[src/rtl/spi_deserializer_if.sv]
// Bundle of the serial pins and the parallel valid/ready output of the SPI deserializer.
// master: deserializer side; slave: link driver / word consumer side.
interface spi_deserializer_if #(
  parameter int unsigned Register_Width = 32
);
  logic                      SPI_clk;
  logic                      DataBit;
  logic                      CS;
  logic [Register_Width-1:0] Data_Out;
  logic                      Data_Valid;
  logic                      Data_Ready;
  logic                      Frame_Error;
  logic                      Overrun;

  modport master (
    input  SPI_clk,
    input  DataBit,
    input  CS,
    input  Data_Ready,
    output Data_Out,
    output Data_Valid,
    output Frame_Error,
    output Overrun
  );

  modport slave (
    output SPI_clk,
    output DataBit,
    output CS,
    output Data_Ready,
    input  Data_Out,
    input  Data_Valid,
    input  Frame_Error,
    input  Overrun
  );
endinterface

[src/rtl/spi_deserializer.sv]
// Receives fixed-length LSB-first SPI frames on the fabric clock and presents each good
// frame as a parallel word over valid/ready, flagging bad-length frames and overruns.
module spi_deserializer #(
  parameter int unsigned Register_Width = 32,
  parameter int unsigned Shift_BitCount = 24,
  parameter int unsigned Sync_Stages    = 2
) (
  input logic              clk,
  input logic              rst_n,
  spi_deserializer_if.master bus
);

  localparam int unsigned CntW  = $clog2(Shift_BitCount + 2);
  localparam int unsigned WarmW = $clog2(Sync_Stages + 2);

  typedef enum logic [1:0] {StWaitIdle, StIdle, StRecv} state_e;

  state_e state_q, state_d;

  logic [Sync_Stages-1:0]    sclk_sync_q, data_sync_q, cs_sync_q;
  logic                      sclk_dly_q, data_dly_q, cs_dly_q;
  logic                      sclk_rise_q, cs_rise_q, cs_fall_q;
  logic [WarmW-1:0]          warm_q;
  logic                      warm_done;
  logic                      sclk_s, cs_s;

  logic [CntW-1:0]           cnt_q, cnt_d;
  logic [Shift_BitCount-1:0] shreg_q, shreg_d;
  logic [Register_Width-1:0] dout_q, dout_d;
  logic                      valid_q, valid_d;
  logic                      ferr_q, ferr_d;
  logic                      ovr_q, ovr_d;
  logic [Register_Width-1:0] word_ext;

  assign sclk_s    = sclk_sync_q[Sync_Stages-1];
  assign cs_s      = cs_sync_q[Sync_Stages-1];
  assign warm_done = (warm_q == WarmW'(Sync_Stages + 1));

  // Edge pulses are registered so that the data copy below lines up with the sampled edge.
  always_ff @(posedge clk or negedge rst_n) begin
    if (!rst_n) begin
      sclk_sync_q <= '0;
      data_sync_q <= '0;
      cs_sync_q   <= '1;
      sclk_dly_q  <= 1'b0;
      data_dly_q  <= 1'b0;
      cs_dly_q    <= 1'b1;
      sclk_rise_q <= 1'b0;
      cs_rise_q   <= 1'b0;
      cs_fall_q   <= 1'b0;
      warm_q      <= '0;
    end else begin
      sclk_sync_q <= {sclk_sync_q[Sync_Stages-2:0], bus.SPI_clk};
      data_sync_q <= {data_sync_q[Sync_Stages-2:0], bus.DataBit};
      cs_sync_q   <= {cs_sync_q[Sync_Stages-2:0], bus.CS};
      sclk_dly_q  <= sclk_s;
      data_dly_q  <= data_sync_q[Sync_Stages-1];
      cs_dly_q    <= cs_s;
      sclk_rise_q <= sclk_s & ~sclk_dly_q;
      cs_rise_q   <= cs_s & ~cs_dly_q;
      cs_fall_q   <= ~cs_s & cs_dly_q;
      if (!warm_done) warm_q <= warm_q + WarmW'(1);
    end
  end

  always_ff @(posedge clk or negedge rst_n) begin
    if (!rst_n) begin
      state_q <= StWaitIdle;
      cnt_q   <= '0;
      shreg_q <= '0;
      dout_q  <= '0;
      valid_q <= 1'b0;
      ferr_q  <= 1'b0;
      ovr_q   <= 1'b0;
    end else begin
      state_q <= state_d;
      cnt_q   <= cnt_d;
      shreg_q <= shreg_d;
      dout_q  <= dout_d;
      valid_q <= valid_d;
      ferr_q  <= ferr_d;
      ovr_q   <= ovr_d;
    end
  end

  always_comb begin
    word_ext                     = '0;
    word_ext[Shift_BitCount-1:0] = shreg_q;
  end

  always_comb begin
    state_d = state_q;
    cnt_d   = cnt_q;
    shreg_d = shreg_q;
    dout_d  = dout_q;
    valid_d = valid_q & ~bus.Data_Ready;
    ferr_d  = 1'b0;
    ovr_d   = 1'b0;

    unique case (state_q)
      // Sync chain reset values look like an idle link; wait until it reflects the real pin.
      StWaitIdle: begin
        if (warm_done && cs_s) state_d = StIdle;
      end
      StIdle: begin
        if (cs_fall_q) begin
          cnt_d   = '0;
          shreg_d = '0;
          state_d = StRecv;
        end
      end
      StRecv: begin
        // CS rise wins over a coincident SPI_clk rise.
        if (cs_rise_q) begin
          state_d = StIdle;
          if (cnt_q == CntW'(Shift_BitCount)) begin
            if (!valid_q || bus.Data_Ready) begin
              dout_d  = word_ext;
              valid_d = 1'b1;
            end else begin
              ovr_d = 1'b1;
            end
          end else begin
            ferr_d = 1'b1;
          end
        end else if (sclk_rise_q) begin
          shreg_d = {data_dly_q, shreg_q[Shift_BitCount-1:1]};
          if (cnt_q != CntW'(Shift_BitCount + 1)) cnt_d = cnt_q + CntW'(1);
        end
      end
      default: state_d = StWaitIdle;
    endcase
  end

  assign bus.Data_Out    = dout_q;
  assign bus.Data_Valid  = valid_q;
  assign bus.Frame_Error = ferr_q;
  assign bus.Overrun     = ovr_q;

endmodule
[src/flat_wrapper.sv]
// flat-port wrapper written by rule: the top's interface ports become plain ports
module spi_deserializer_flat 
#(
  parameter int unsigned Register_Width = 32,
  parameter int unsigned Shift_BitCount = 24,
  parameter int unsigned Sync_Stages    = 2
)
  (clk, rst_n, bus_SPI_clk, bus_DataBit, bus_CS, bus_Data_Ready, bus_Data_Out, bus_Data_Valid, bus_Frame_Error, bus_Overrun);
  spi_deserializer_if #(.Register_Width(Register_Width)) bus_i ();
  input logic clk;
  input logic rst_n;
  input wire logic [$bits(bus_i.SPI_clk)-1:0] bus_SPI_clk;
  input wire logic [$bits(bus_i.DataBit)-1:0] bus_DataBit;
  input wire logic [$bits(bus_i.CS)-1:0] bus_CS;
  input wire logic [$bits(bus_i.Data_Ready)-1:0] bus_Data_Ready;
  output wire logic [$bits(bus_i.Data_Out)-1:0] bus_Data_Out;
  output wire logic [$bits(bus_i.Data_Valid)-1:0] bus_Data_Valid;
  output wire logic [$bits(bus_i.Frame_Error)-1:0] bus_Frame_Error;
  output wire logic [$bits(bus_i.Overrun)-1:0] bus_Overrun;
  assign bus_i.SPI_clk = bus_SPI_clk;
  assign bus_i.DataBit = bus_DataBit;
  assign bus_i.CS = bus_CS;
  assign bus_i.Data_Ready = bus_Data_Ready;
  assign bus_Data_Out = bus_i.Data_Out;
  assign bus_Data_Valid = bus_i.Data_Valid;
  assign bus_Frame_Error = bus_i.Frame_Error;
  assign bus_Overrun = bus_i.Overrun;
  spi_deserializer #(.Register_Width(Register_Width), .Shift_BitCount(Shift_BitCount), .Sync_Stages(Sync_Stages)) u_core (.clk(clk), .rst_n(rst_n), .bus(bus_i));
endmodule
[config.mk]
export PLATFORM = sky130hd
export DESIGN_NAME = spi_deserializer_flat
export DESIGN_NICKNAME = d
export VERILOG_FILES = /design/src/rtl/spi_deserializer_if.sv /design/src/rtl/spi_deserializer.sv /design/src/flat_wrapper.sv
export SDC_FILE = /design/constraint.sdc
export NUM_CORES = 1
export LEC_CHECK = 0
export ABC_AREA = 0
export BUFFER_PORTS_ARGS = -buffer_cell sky130_fd_sc_hd__buf_2
export CAP_MARGIN = 20
export CORE_UTILIZATION = 39
export CTS_CLUSTER_DIAMETER = 200
export DETAILED_ROUTE_END_ITERATION = 12
export GPL_ROUTABILITY_DRIVEN = 0
export GPL_TIMING_DRIVEN = 0
export PLACE_DENSITY = 0.65
export SLEW_MARGIN = 5
export SYNTH_ARGS = -nofsm -noshare
export SYNTH_HDL_FRONTEND = slang
export SYNTH_SLANG_ARGS = --single-unit
[constraint.sdc]
create_clock -name clk -period 1.9 [get_ports clk]
set_input_delay 0.19 -clock clk [delete_from_list [all_inputs] [get_ports clk]]
set_output_delay 0.19 -clock clk [all_outputs]
set_load 0.005 [all_outputs]
==> results.md, run 1 <==
* Root buffer cell: clkbuf_8
* Diodes inserted at 0
* Pwr dens at 1140 nW/µm²
* TritonCTS Buffers at 9
* Pleak at 0.00178 µW
* CTS tree: yes
* Post-synth ARST share at 100%
* Buf/Inv on CP at 2
* Register area share after synthesis at just over 60%
* Worst reg-to-reg setup slack at 50 ps
* Area growth, synth to finish at 24.2%
* GRT Overall Usage at 14.3%
* Die area at 7800 µm²
* Largest net degree at the start of global routing at 44
* Proportion of layout cells with a drive suffix above 1 at 34.2%
* Final setup viols at 0
* Synth Area in Compound Gates at 7.49%
* Hold Violations, Final at 0
* Top cell family by delay on the critical path: simple AND/OR/NAND/NOR gates
* Sw Pwr at 1230 µW
* Total grt overflow at 0
* TritonRoute pass-1 iters at 4
* Worst Path Required at 2160 ps
* I/O pin total at 41
* Yosys top cell area share at approximately three fifths
* Post-Synth Adder-Cell Area at roughly 3.0%
* VDD IR max at 0.756 mV
* Synth unique cells at 30
* Layout Nets at 315
* Starting density of the core at 40.3%
* Synth area leader: dfrtp_1
* Post-route ant nets at 0
* Top FF cell, synth: dfrtp_1
* Largest cells by area after synthesis: dfrtp_1 (59%), mux2_2 (9.7%), nand2_1 (7.0%)
* Met2 Use GR at 22.2%
* Mapped Area at 2910 µm²
* Yosys warnings at 0
* Fmax at around 540 MHz
* CP Launch Type: register
* Core region area at 7210 µm²
* Critical Path Sink: u_core.cnt_q[3]
* Reg2reg end: u_core.cnt_q[3]
* GRT busiest layer: met2
* Crit path capture type: register
* Hold_ws at 139 ps
* Die Wd at 88.3 µm
* Clock share of power at 35.5%
* Synthesized flop and latch total at 72
* Gate Count Post-Synth at 243
* EDFF count, synth at 0
* Hpwl dp at between 3 and 4 mm
* Clk sinks at 72
* CP startpoint: u_core.state_q[0]
* Worst R2R Start: u_core.state_q[0]
* Routed length per instance at around 12 µm
* Reg clk slew, reported paths at 70 ps
* Vias in the first global route at 1,752
* Biggest cell delay along the critical path at 530 ps
* Post-Synth Simple-Gate Area at between 10% and 20%
* # fillers at between 600 and 700
* Part of the power in registers at 40.2%
* Met3 usage at 5.69%
* Hold Crit Class: input pin to register
* Setup Skew at 7.71 ps
* First-pass GRT wire length at 8.27 mm
* Critical-path maximum fanout at 10
* Die Ht at 88.3 µm
* Slowest CP cell: or4b_4
* Iter 0 DRT Violations at 89
* GR Layer Usage met1 at 18.6%
* DR vias/cell at 4.58
* Antenna violations before repair at 0
* Crit-path cells: inv_1 -> ha_1 -> buf_6 -> a211o_4 -> or4b_4 -> o211ai_2
* Final period util at between 90% and 100%
* Largest family of logic cells by synthesized area: simple AND/OR/NAND/NOR gates
* PortBufs at 32
* Highest-count cells in the layout ignoring fill and taps: dfrtp_1 (69), nand2_1 (54), buf_2 (31)
* H-tree levels at 3
* Tmin final at 1850 ps
* Post-Route WL at 4.93 mm
* Net Sw Frac at 30.0%
* Xor/xnor share of the synthesized area at less than 1%
* Routed via count at 1,861
* Clock latency on the worst-skew pair at 340 ps
* Std cell rows at 31
* Commonest non-fill, non-tap cell in the layout: dfrtp_1
* Int Power at roughly 2900 µW
* Critical path arrival at around 2100 ps
* WP depth at 6
* Worst Setup Path Type: register to register
* Cell count of the worst reg-to-reg path at 6
* Clock buffer depth at 2
* Max_cap viols at 0
* Gate power share at 24.3%
* Post-synthesis mux area share at just over 10%
* DRC at 0
* Mapped Avg Cell Area at 12.0 µm²
* Status: completed
* Final core occ at 50.0%
* Final Max Slew Viols at 0
-- synthesized netlist by cell type (all sizes together), types with 2 or more instances --
cell type and instances:
dfrtp 69, o21ai 26, nand2 54, nand3 4, nor2 3, mux2 25, clkbuf 7, nand2b 2
inv 9, ha 7, buf 13, nor2b 6, mux2i 2, dfstp 3
-- registers in the layout, indices dropped and copies added, names as in the netlist, 2 cells and up --
| name | flops |
|---|---|
| u_core.state_q | 2 |
| u_core.sclk_sync_q | 2 |
| u_core.cnt_q | 5 |
| u_core.bus.Data_Out | 24 |
| u_core.shreg_q | 24 |
| u_core.warm_q | 2 |
| u_core.data_sync_q | 2 |
| u_core.cs_sync_q | 2 |
-- power groups by stage --
stage | logic (µW) | clock network [µW] | registers (µW)
2_1_floorplan | 594 | 0 | 1670
3_3_place_gp | 802 | 0 | 1680
3_5_place_dp | 842 | 0 | 1680
4_1_cts | 894 | 1500 | 1650
5_1_grt | 1120 | 1540 | 1660
6_report | 998 | 1460 | 1650
-- area by class of cell --
| cell class | count | area (µm²) | share of cell area, % |
|---|---|---|---|
| Buffer | 20 | 156 | 4.34 |
| Clock buffer | 11 | 141 | 3.92 |
| Clock inverter | 5 | 104 | 2.88 |
| Inverter | 9 | 33.8 | 0.937 |
| Multi-Input combinational cell | 149 | 990 | 27.4 |
| Sequential cell | 72 | 1810 | 50.1 |
| Tap cell | 99 | 124 | 3.43 |
| Timing Repair Buffer | 41 | 253 | 7.01 |
-- metal layers --
layer,up-vias,part of all wire (%)
li1,906,-
met1,904,46
met2,45,48
met3,6,4.7
met4,0,1.3
met5,-,0
-- through the flow --
step	std cells	setup TNS (ps)	power [µW]	area (µm²)	setup slack, ps
2_1_floorplan	250	0	2260	2930	130
3_3_place_gp	381	-664	2480	3220	-42.6
3_5_place_dp	382	-1380	2520	3240	-65.0
4_1_cts	404	0	4040	3550	22.0
5_1_grt	406	-5.57	4320	3610	-5.57
6_report	406	0	4100	3610	51.0
-- worst register-to-register path: stages (launching register included) --
cell and delay, ps:
dfrtp_1 370, inv_1 80, ha_1 200, buf_6 150, a211o_4 380, or4b_4 530
o211ai_2 70
-- what timing repair did --
action / 4_1_cts / 5_1_grt
buffers inserted: 2 / 2
hold buffers: 4 / 0
setup endpoints to repair: 30 / 51
endpoints found under the hold margin: 32 / 0
resized for setup: 5 / 15
-- cells by family after synthesis --
kind of cell | Yosys count
simple gates | 72
compound gates | 34
mux | 27
other cells | 1
flops | 72
xor+xnor | 1
fa+ha+maj | 7
buf+inv | 29
-- worst min path at each step --
stage,depth (start not counted),endpoint,startpoint
after CTS,3,u_core.bus.Overrun,bus_Data_Ready
after detailed placement,1,u_core.bus.Data_Out[20],rst_n
after global routing,3,u_core.bus.Overrun,bus_Data_Ready
after global placement,1,u_core.cs_sync_q[0],bus_CS
final,3,u_core.bus.Overrun,bus_Data_Ready
after floorplan,0,u_core.bus.Data_Out[0],rst_n
No activity file was read; power rests on OpenSTA's default activity.
==> run 2: changes to the inputs <==
--- a/config.mk
+++ b/config.mk
@@ -8,12 +8,14 @@
 export ABC_AREA = 0
 export BUFFER_PORTS_ARGS = -buffer_cell sky130_fd_sc_hd__buf_2
 export CAP_MARGIN = 20
+export CELL_PAD_IN_SITES_DETAIL_PLACEMENT = 0
+export CELL_PAD_IN_SITES_GLOBAL_PLACEMENT = 1
 export CORE_UTILIZATION = 39
 export CTS_CLUSTER_DIAMETER = 200
 export DETAILED_ROUTE_END_ITERATION = 12
 export GPL_ROUTABILITY_DRIVEN = 0
 export GPL_TIMING_DRIVEN = 0
-export PLACE_DENSITY = 0.65
+export PLACE_DENSITY = 0.77
 export SLEW_MARGIN = 5
 export SYNTH_ARGS = -nofsm -noshare
 export SYNTH_HDL_FRONTEND = slang
==> results.md, run 2 (synthesis gave the netlist of run 1 again) <==
* Worst Path Required at 2130 ps (-30 ps)
* Die Wd at 88.3 µm (unchanged)
* Largest net degree at the start of global routing at 41 (-6.8%)
* TritonRoute pass-1 iters at 8 (+4)
* Root buffer cell: clkbuf_8
* Critical-path maximum fanout at 10 (unchanged)
* H-tree levels at 3 (unchanged)
* Critical path arrival at 2060 ps (-50 ps)
* Post-route setup TNS at 0 ps (unchanged)
* DR vias/cell at 4.66 (+1.6%)
* Hold Path Stages at 3 (unchanged)
* Hpwl dp at 3.24 mm (about the same)
* Final setup viols at 0 (unchanged)
* Clk sinks at 72 (unchanged)
* Fmax at 546 MHz (+1.0%)
* Status: finished with violations
* Routed via count at 1,886 (+1.3%)
* Setup Skew at 4.04 ps (-3.67 ps)
* VDD IR max at 0.435 mV (-42%)
* Failing checks: design-rule violations
* Clock buffer depth at 2 (unchanged)
* Std cell rows at 31 (unchanged)
* Max_cap viols at 0 (unchanged)
* Hold Violations, Final at 0 (unchanged)
* Routed length per instance at 12.1 µm (about the same)
* Cell count of the worst reg-to-reg path at 7 (+1)
* Min-delay src: bus_Data_Ready
* Worst Hold Path EP: u_core.bus.Overrun
* Layout Nets at 314 (-0.32%)
* Highest-count cells in the layout ignoring fill and taps: dfrtp_1 (69), nand2_1 (54), buf_2 (32)
* Final core occ at 49.4% (-0.64 points)
* Die area at 7800 µm² (unchanged)
* TritonCTS Buffers at 9 (unchanged)
* GRT Overall Usage at 14.5% (+0.18 points)
* Hold_ws at 118 ps (-21.2 ps)
* Tmin final at 1830 ps (-18.3 ps)
* First-pass GRT wire length at 8.18 mm (-1.1%)
* Antenna violations before repair at 0 (unchanged)
* Crit path capture type: register
* Final period util at 96.4% (-0.96 points)
* Pleak at 0.00175 µW (-1.5%)
* PortBufs at 32 (unchanged)
* Power Total at 3930 µW (-4.2%)
* Commonest non-fill, non-tap cell in the layout: dfrtp_1
* I/O pin total at 41 (unchanged)
* Post-Route WL at 4.92 mm (-0.24%)
* Proportion of layout cells with a drive suffix above 1 at 34.0% (-0.22 points)
* Hold Crit Class: input pin to register
* Reg2reg end: u_core.shreg_q[20]
* DRC at 2 (+2)
* Starting density of the core at 40.3% (unchanged)
* Iter 0 DRT Violations at 64 (-28%)
* Worst R2R Start: u_core.state_q[0]
* Die Ht at 88.3 µm (unchanged)
* Pwr dens at 1100 nW/µm² (-3.0%)
* Total grt overflow at 0 (unchanged)
* CP Launch Type: register
* Post-route ant nets at 0 (unchanged)
* Worst Setup Path Type: register to register
* Area growth, synth to finish at 22.6%
* CTS tree: yes
* # fillers at 675 (+0.75%)
* Diodes inserted at 0 (unchanged)
* Worst reg-to-reg setup slack at 70 ps (+20 ps)
* Reg clk slew, reported paths at 80 ps (about the same)
* Final Max Slew Viols at 0 (unchanged)
* Core region area at 7210 µm² (unchanged)
* Vias in the first global route at 1,813 (+3.5%)
* Unrepaired setup endpoints after global routing: true
* Clock latency on the worst-skew pair at 350 ps (about the same)
==> run 2: area by class of cell <==
| type | count | area (µm²) | share of cell area (%) |
|---|---|---|---|
| flip-flops and latches | 72 | 1810 | 50.7 |
| well taps | 99 | 124 | 3.48 |
| multi-input cells | 149 | 973 | 27.3 |
| clock buffers | 9 | 124 | 3.48 |
| repair buffers | 40 | 245 | 6.89 |
| inverters | 9 | 33.8 | 0.949 |
| clock inverters | 7 | 103 | 2.88 |
| plain buffers | 20 | 153 | 4.29 |
==> run 2: worst max path at each step <==
stage / from / to / slack (ps) / depth (start not counted)
4_1_cts: u_core.state_q[0] / u_core.shreg_q[5] / 10 / 8
3_3_place_gp: u_core.cnt_q[0] / u_core.bus.Data_Out[12] / -50 / 8
5_1_grt: u_core.state_q[0] / u_core.cnt_q[1] / -60 / 6
2_1_floorplan: u_core.cnt_q[0] / u_core.bus.Data_Out[10] / 130 / 8
6_report: u_core.state_q[0] / u_core.shreg_q[20] / 70 / 7
3_5_place_dp: u_core.cnt_q[0] / u_core.bus.Data_Out[4] / -90 / 8
==> run 2: power breakdown <==
part / total (µW) / switching, µW / leakage [µW] / internal (µW)
sequential: 1650 / 44.3 / 0.000964 / 1600
clock: 1370 / 617 / 0.000110 / 752
combinational: 914 / 620 / 0.000680 / 295
==> run 2: routing by layer <==
metal | part of all wire [%] | wire [µm] | up-vias | global-route usage [%]
met2 | 47 | 2290 | 47 | 22.6
met1 | 46 | 2280 | 920 | 17.3
met4 | 1.9 | 93 | 0 | 6.16
li1 | - | - | 911 | -
met5 | 0 | 0 | - | 0
met3 | 5.2 | 258 | 8 | 6.81
==> run 2: timing repair <==
action / CTS / global route
gates resized for setup: 5 / 10
hold buffers: 4 / 0
endpoints found under the hold margin: 35 / 0
setup endpoints to repair: 30 / 43
buffers inserted: 2 / 1
gates cloned: 0 / 0
==> run 2: critical path: stages, from the launching register on <==
cell,delay (ps)
dfrtp_1,410
ha_1,220
nor2b_1,170
a211o_4,360
buf_2,190
clkbuf_4,200
nand2_1,80
o21ai_0,70
==> run 2: stage by stage <==
step	setup WS, ps	instance area [µm²]	instances
after CTS	10.2	3530	404
after global routing	-62.9	3560	405
after detailed placement	-85.7	3240	382
after floorplan	130	2930	250
after global placement	-50.2	3220	381
final	69.2	3560	405
==> run 3: changes to the inputs <==
--- a/config.mk
+++ b/config.mk
@@ -10,6 +10,7 @@
 export CAP_MARGIN = 20
 export CELL_PAD_IN_SITES_DETAIL_PLACEMENT = 0
 export CELL_PAD_IN_SITES_GLOBAL_PLACEMENT = 1
+export CORE_MARGIN = 2
 export CORE_UTILIZATION = 39
 export CTS_CLUSTER_DIAMETER = 200
 export DETAILED_ROUTE_END_ITERATION = 12
==> results.md, run 3 (synthesis gave the netlist of run 1 again) <==
* Status: completed
* Tmin final at 1840 ps (+10.3 ps)
* Crit-path cells: inv_1 -> ha_1 -> buf_6 -> a211o_4 -> or4b_4 -> o211ai_2
* Post-Route WL at 4.79 mm (-2.7%)
* Die Ht at 90.3 µm (+2.3%)
* Worst Path Required at 2160 ps (+30 ps)
* Placed Cells at 382 (unchanged)
* Commonest non-fill, non-tap cell in the layout: dfrtp_1
* VDD IR max at 0.545 mV (+25%)
* Dpl ws at -70.3 ps (+15.4 ps)
* Root buffer cell: clkbuf_8
* Highest-count cells in the layout ignoring fill and taps: dfrtp_1 (69), nand2_1 (54), buf_2 (31)
* Post-route ant nets at 0 (unchanged)
* Slowest CP cell: or4b_4
* Die Wd at 90.3 µm (+2.3%)
* Unrepaired setup endpoints after global routing: true
* Starting density of the core at 40.3% (unchanged)
* H-tree levels at 3 (unchanged)
* Clock buffer depth at 2 (unchanged)
* Routed via count at 1,855 (-1.6%)
* Total grt overflow at 0 (unchanged)
* CTS tree: yes
* Clock latency on the worst-skew pair at 340 ps (about the same)
* Final setup viols at 0 (unchanged)
* First-pass GRT wire length at 8.52 mm (+4.1%)
* Buf/Inv on CP at 2 (unchanged)
* Clk sinks at 72 (unchanged)
* Antenna violations before repair at 0 (unchanged)
* Pleak at 0.00177 µW (+1.1%)
* Reg clk slew, reported paths at 80 ps (about the same)
* I/O pin total at 41 (unchanged)
* Setup Skew at 7.00 ps (+2.96 ps)
* Proportion of layout cells with a drive suffix above 1 at 34.4% (+0.43 points)
* Biggest cell delay along the critical path at 520 ps (+110 ps)
* Final period util at 96.9% (+0.54 points)
* Core region area at 7210 µm² (unchanged)
* GRT Overall Usage at 13.0% (-1.5 points)
* Std cell rows at 31 (unchanged)
* Hold Crit Class: input pin to register
* Area growth, synth to finish at 23.9%
* Die area at 8160 µm² (+4.6%)
* Critical path arrival at 2100 ps (+40 ps)
* CP Launch Type: register
* Pwr dens at 1100 nW/µm² (-0.47%)
* Vias in the first global route at 1,866 (+2.9%)
* Critical-path maximum fanout at 10 (unchanged)
* Fin cells at 407 (+0.49%)
* DR vias/cell at 4.56 (-2.1%)
* TritonRoute pass-1 iters at 4 (-4)
* Routed length per instance at 11.8 µm (-3.2%)
* Layout Nets at 316 (+0.64%)
* Final Max Slew Viols at 0 (unchanged)
* Worst Setup Path Type: register to register
* Diodes inserted at 0 (unchanged)
* Iter 0 DRT Violations at 76 (+19%)
* Crit path capture type: register
* Fmax at 543 MHz (-0.56%)
* TritonCTS Buffers at 9 (unchanged)
* Setup WS post-layout at 58.9 ps (-10.3 ps)
* Max_cap viols at 0 (unchanged)
* Hpwl dp at 3.16 mm (-2.2%)
* Largest net degree at the start of global routing at 61 (+49%)
* Top cell family by delay on the critical path: simple AND/OR/NAND/NOR gates
* DRC at 0 (-2)
* Hold Violations, Final at 0 (unchanged)
* PortBufs at 32 (unchanged)
## run 3: cell count changes in the layout (fill, tap and decap cells not counted), sizes merged
cell  previous run  this run
buf             50        52
## run 3: report_power, final
| group | internal, µW | switching [µW] | total (µW) |
|---|---|---|---|
| combinational | 350 | 628 | 978 |
| sequential | 1600 | 43.5 | 1650 |
| clock | 752 | 579 | 1330 |
## run 3: timing repair
action,CTS,global route
setup buffers,3,2
resized for setup,4,16
endpoints found under the hold margin,72,0
pin swaps,0,0
endpoints found under the setup margin,30,38
hold buffers,4,0
## run 3: cell type report
type,instances,area (µm²)
plain buffers,20,161
clock buffers,9,124
clock inverters,7,103
fillers,682,3610
inverters,9,33.8
multi-input cells,149,982
flip-flops and latches,72,1810
well taps,99,124
repair buffers,42,268
## run 3: tightest hold or removal path, stage by stage
cell	delay [ps]
buf_2	70
nand2b_1	120
nor2_1	50
## run 3: worst paths after layout
kind | startpoint | cells after the start | endpoint | slack (ps)
min in group asynchronous | rst_n | 2 | u_core.bus.Overrun | 240
min reg2reg | u_core.cs_sync_q[0] | 0 | u_core.cs_sync_q[1] | 360
min | bus_Data_Ready | 3 | u_core.bus.Overrun | 130
max in group asynchronous | rst_n | 3 | u_core.cs_sync_q[0] | 1090
max | u_core.state_q[0] | 6 | u_core.cnt_q[3] | 60
max reg2reg | u_core.state_q[0] | 6 | u_core.cnt_q[3] | 60
## run 3: through the flow
step           cell area [µm²]  total power, µW  utilization (%)  hold slack, ps  TNS, ps
2_1_floorplan             2930             2260                -            -106        0
3_5_place_dp              3250             2510             45.0            50.3    -1480
4_1_cts                   3550             3910             49.2             123        0
5_1_grt                   3600             4210             49.9             150    -23.5
6_report                  3600             3960             49.9             132        0
3_3_place_gp              3220             2500             44.6             297     -956
## run 3: per-layer routing
metal  GRT usage [%]  vias to the layer above  wire [µm]
met4            4.23                        0         63
met5               0                        -          0
li1                -                      908          -
met1            16.4                      899       2250
met2            21.1                       42       2260
met3            4.59                        6        216
